File: config.mk
export PLATFORM = sky130hd
export DESIGN_NAME = fetch_ctrl
export DESIGN_NICKNAME = d
export VERILOG_FILES = /design/src/rtl/fetch_ctrl.sv
export SDC_FILE = /design/constraint.sdc
export NUM_CORES = 1
export LEC_CHECK = 0
export CORE_MARGIN = 2
export CORE_UTILIZATION = 47
export CTS_CLUSTER_SIZE = 10
export DETAILED_ROUTE_END_ITERATION = 12
export PLACE_DENSITY = 0.84
export SLEW_MARGIN = 20
export SYNTH_ARGS = -nofsm -noshare
export SYNTH_HDL_FRONTEND = slang
export SYNTH_SLANG_ARGS = --single-unit
File: constraint.sdc
create_clock -name clk -period 6.2 [get_ports clk]
set_input_delay 1.86 -clock clk [delete_from_list [all_inputs] [get_ports clk]]
set_output_delay 1.86 -clock clk [all_outputs]
set_load 0.02 [all_outputs]
File: src/rtl/fetch_ctrl.sv
// Fetch controller: owns the PC, issues one outstanding imem request at a time,
// squashes stale responses after redirects and buffers one instruction toward
// decode. Optional misaligned-PC trap is enabled with FETCH_MISALIGN_TRAP_EN.
module fetch_ctrl #(
  parameter int                   AddrWidth  = 32,
  parameter int                   InstrWidth = 32,
  parameter logic [AddrWidth-1:0] ResetAddr  = '0
) (
  input  logic                  clk,
  input  logic                  reset,
  output logic [AddrWidth-1:0]  pc_next,
  input  logic [AddrWidth-1:0]  pc_mux_out,
  input  logic                  branch_taken,
  output logic [AddrWidth-1:0]  pc,
  output logic                  imem_req_valid,
  input  logic                  imem_req_ready,
  output logic [AddrWidth-1:0]  imem_req_addr,
  input  logic                  imem_rsp_valid,
  input  logic [InstrWidth-1:0] imem_rsp_data,
  output logic                  instr_valid,
  input  logic                  instr_ready,
  output logic [InstrWidth-1:0] instr,
  output logic [AddrWidth-1:0]  instr_pc,
`ifdef FETCH_MISALIGN_TRAP_EN
  output logic                  misalign_trap,
`endif
  output logic [1:0]            state_dbg
);

  // Handshakes: a transfer happens on a cycle where valid && ready are both
  // high at the clock edge; valid never depends on ready of the same channel.

  typedef enum logic [1:0] {
    S_IDLE = 2'd0,
    S_REQ  = 2'd1,
`ifdef FETCH_MISALIGN_TRAP_EN
    S_TRAP = 2'd3,
`endif
    S_WAIT = 2'd2
  } state_t;

  state_t                 state_q, state_d;
  logic [AddrWidth-1:0]   req_pc_q;
  logic                   kill_q;
  logic                   misaligned;
  logic                   redirect;
  logic                   req_fire;
  logic [AddrWidth-1:0]   redirect_target;

`ifdef FETCH_MISALIGN_TRAP_EN
  assign misaligned      = (pc[1:0] != 2'b00);
  assign redirect_target = pc_mux_out;
`else
  assign misaligned      = 1'b0;
  assign redirect_target = {pc_mux_out[AddrWidth-1:2], 2'b00};
`endif

  assign pc_next       = pc + AddrWidth'(4);
  assign imem_req_addr = pc;
  assign state_dbg     = state_q;
  assign redirect      = branch_taken && (state_q != S_IDLE);
  assign req_fire      = imem_req_valid && imem_req_ready;

  always_ff @(posedge clk) begin
    if (reset) state_q <= S_IDLE;
    else       state_q <= state_d;
  end

  always_comb begin
    state_d = state_q;
    case (state_q)
      S_IDLE: state_d = S_REQ;
      S_REQ: begin
        if (branch_taken)  state_d = S_REQ;
`ifdef FETCH_MISALIGN_TRAP_EN
        else if (misaligned) state_d = S_TRAP;
`endif
        else if (req_fire) state_d = S_WAIT;
      end
      S_WAIT: if (imem_rsp_valid) state_d = S_REQ;
`ifdef FETCH_MISALIGN_TRAP_EN
      S_TRAP: if (branch_taken) state_d = S_REQ;
`endif
      default: state_d = S_IDLE;
    endcase
  end

  // A request issues only if the buffer is empty or draining this cycle.
  always_comb begin
    imem_req_valid = (state_q == S_REQ) && !branch_taken && !misaligned &&
                     (!instr_valid || instr_ready);
`ifdef FETCH_MISALIGN_TRAP_EN
    misalign_trap  = (state_q == S_REQ) && !branch_taken && misaligned;
`endif
  end

  always_ff @(posedge clk) begin
    if (reset) begin
      pc          <= ResetAddr;
      req_pc_q    <= '0;
      kill_q      <= 1'b0;
      instr_valid <= 1'b0;
      instr       <= '0;
      instr_pc    <= '0;
    end else begin
      if (redirect) begin
        pc <= redirect_target;
      end else if (req_fire) begin
        pc       <= pc_next;
        req_pc_q <= pc;
      end

      // kill marks the single in-flight response as stale after a redirect.
      if (state_q == S_WAIT) begin
        if (imem_rsp_valid)    kill_q <= 1'b0;
        else if (branch_taken) kill_q <= 1'b1;
      end

      if (redirect) begin
        instr_valid <= 1'b0;
      end else if ((state_q == S_WAIT) && imem_rsp_valid && !kill_q) begin
        instr_valid <= 1'b1;
        instr       <= imem_rsp_data;
        instr_pc    <= req_pc_q;
      end else if (instr_valid && instr_ready) begin
        instr_valid <= 1'b0;
      end
    end
  end

endmodule

==> qor.csv <==
metric,value,unit
status,finished clean,
cp.required,4.34,ns
netlist_top_cells_area,"dfxtp_1, nand2_1, a21oi_1",
worst_slew_pin_slew,0.980,ns
netlist_area,5780,µm²
io_pins,234,
worstHoldStart,req_pc_q[23],
cts_sinks,126,
vias_per_cell,5.44,
ys_seq_area_frac,0.437,
yosys.area.top_type,dfxtp_1,
synth.top_cell.area_share,0.437,
mostFrequentLayoutCells,"clkdlybuf4s50_1, nand2_1, dfxtp_1",
hold_end,instr_pc[23],
post-route-util,0.696,
vias,5814,
synthArstFlopShare,0,
n_antenna_cell,0,
drt_first_pass_iters,5,
cts_buffers,17,
crit_type,primary input to output port,
seqPwrFrac,0.403,
grtUsageTotal,0.260,
synth-seq-cells,126,
skew,0.00599,ns
cap_violations,0,
ir_drop,0.162,mV
post-dp-hpwl,11.5,mm
worstRegToRegCells,6,
met2_usage,0.425,
die_h,115,µm
drive_above_1_share,0.0554,
dp_cells,1036,
grt_max_degree,97,
drt_iter0_markers,427,
swShare,0.245,
critPathCaptureType,output port,
setup_ws,1.02,ns
drc,0,
avgSynthCellArea,7.70,µm²
place.gp.congestion,0.826,
power_density,255,nW/µm²
muxShareOfSynthArea,0,
start_kind,primary input,
post-cts-setup-buffers,0,
ys_warn_count,0,
clockRootBuffer,clkbuf_16,
grt-ovfl-total,0,
synthCells,750,
power.total,2.13,mW
antenna_left,0,
drv_slew,0,
fin_setup_tns,0,ns
worstHoldPathCells,2,
fmax,193,MHz
synth-adder-area-share,0.00217,
synth_compound_area_frac,0.161,
clockBufferDepth,2,
use_met1,0.330,
rr_endpoint,imem_req_addr[10],
clk_pin_slew,0.06,ns
hold_violations,0,
synth_edf_count,0,
fin_cells,1068,
totalWireLength,17.3,mm
reg2reg_slack,3.63,ns
initial_core_util,0.481,
placementRows,40,
worstSkewPairLatency,0.41,ns
p_leak,2.82,nW
synth_cell_type_count,53,
max_stage_delay,0.66,ns
crit_path_cell_trace,"clkdlybuf4s50_1, nor4b_1, clkdlybuf4s50_1",
cpMaxStageDelayCell,clkdlybuf4s50_1,
netSwitchingPower,0.522,mW
final_common_cell,clkdlybuf4s50_1,
port_buffers,223,
grt_pass1_wl,27.0,mm
coreArea,12000,µm²
slew_headroom,0.347,
period_share,0.835,
fin_crit,5.18,ns
place_area,7750,µm²
path_max_fanout,6,
hold_ws,0.445,ns
groute.layer.met3.usage,0.0722,
cts_tree,built,
nNetsFinal,979,
synth_top_family_by_area,simple AND/OR/NAND/NOR gates,
die_x,115,µm
rsz0062_at_grt,no,
place_ws,1.00,ns
antenna_found_initial,0,
crit_start,branch_taken,
hold_buffers,0,
r2r-start,instr_valid,
synth_xor_area_frac,0.0394,
area_growth,44.8,%
grt_pass1_vias,5220,
ctsResizeCount,0,
pwr-share-clk,0.480,
cp_common_cell,clkdlybuf4s50_1,
dieArea,13200,µm²
min_path_type,flop to flop,
combPwrFrac,0.117,
grt_busiest_layer,met2,
avgRoutedWirePerCell,16.2,µm
finalSetupViolations,0,
finalInstanceArea,8360,µm²
ys.flop_type,dfxtp_1,
yosys.area_share.simple,0.265,
arrival,3.32,ns
internal-power,1.61,mW
htreeDepth,4,
Yosys cell counts (all sizes together) (2+ instances only):
library cell  count
nand2           205
dfxtp           126
a21oi           118
buf              54
clkbuf           44
nor2             26
nand3            20
xnor2            18
o21ai            16
and3             11
nand4            10
or4              10
nor3              9
nor4              9
o211ai            8
xor2              8
inv               6
a222oi            5
a31oi             5
or3               5
nand4b            4
nor2b             4
or2               4
a22oi             3
a221oi            2
and2              2
nor4b             2
o311ai            2
o31a              2
critical path: cells and delay by family:
| family | cells | cell delay (ns) |
|---|---|---|
| buffers and inverters | 2 | 1.15 |
| and+or+nand+nor | 1 | 0.30 |
cell families (layout without fill, tap and decap cells):
group,after synthesis,count (layout)
DFF,126,126
and+or+nand+nor,326,326
other,1,8
AOI/OAI and AO/OA,166,166
xor gates and xnor gates,26,26
buffers and inverters,104,268
adders and majority gates,1,1
flip-flops by register name (all words and copies together) (netlist names):
signal and flops:
instr 32, imem_req_addr 30, instr_pc 30, req_pc_q 30, state_dbg 2, instr_valid 1
kill_q 1
final cells by class:
type	count	area [µm²]
Inverter	6	22.5
Clock buffer	22	474
Timing Repair Buffer	230	2280
Fill cell	1002	3650
Multi-Input combinational cell	527	2740
Sequential cell	126	2520
Clock inverter	10	136
Tap cell	147	184
metal layers:
| metal | vias up | part of all wire | wire (µm) |
|---|---|---|---|
| met2 | 254 | 0.48 | 8290 |
| met3 | 24 | 0.082 | 1420 |
| met5 | - | 0 | 0 |
| met4 | 0 | 0.017 | 298 |
| met1 | 2711 | 0.42 | 7280 |
| li1 | 2825 | - | - |
how the worst max path moves through the flow:
stage,end,slack (ns),cells after the start
global placement,imem_req_valid,1.01,3
detailed placement,imem_req_valid,1.00,3
floorplan,imem_req_valid,1.68,2
finish,imem_req_valid,1.02,3
global route,pc_next[28],0.86,6
CTS,imem_req_valid,1.0,3
power groups by stage:
stage | Clock [mW] | Combinational (mW) | Sequential (mW)
6_report | 1.02 | 0.249 | 0.860
5_1_grt | 1.07 | 0.265 | 0.863
3_5_place_dp | 0 | 0.247 | 0.876
3_3_place_gp | 0 | 0.246 | 0.876
4_1_cts | 1.03 | 0.249 | 0.859
2_1_floorplan | 0 | 0.130 | 0.875
(Power assumes the default switching activity.)
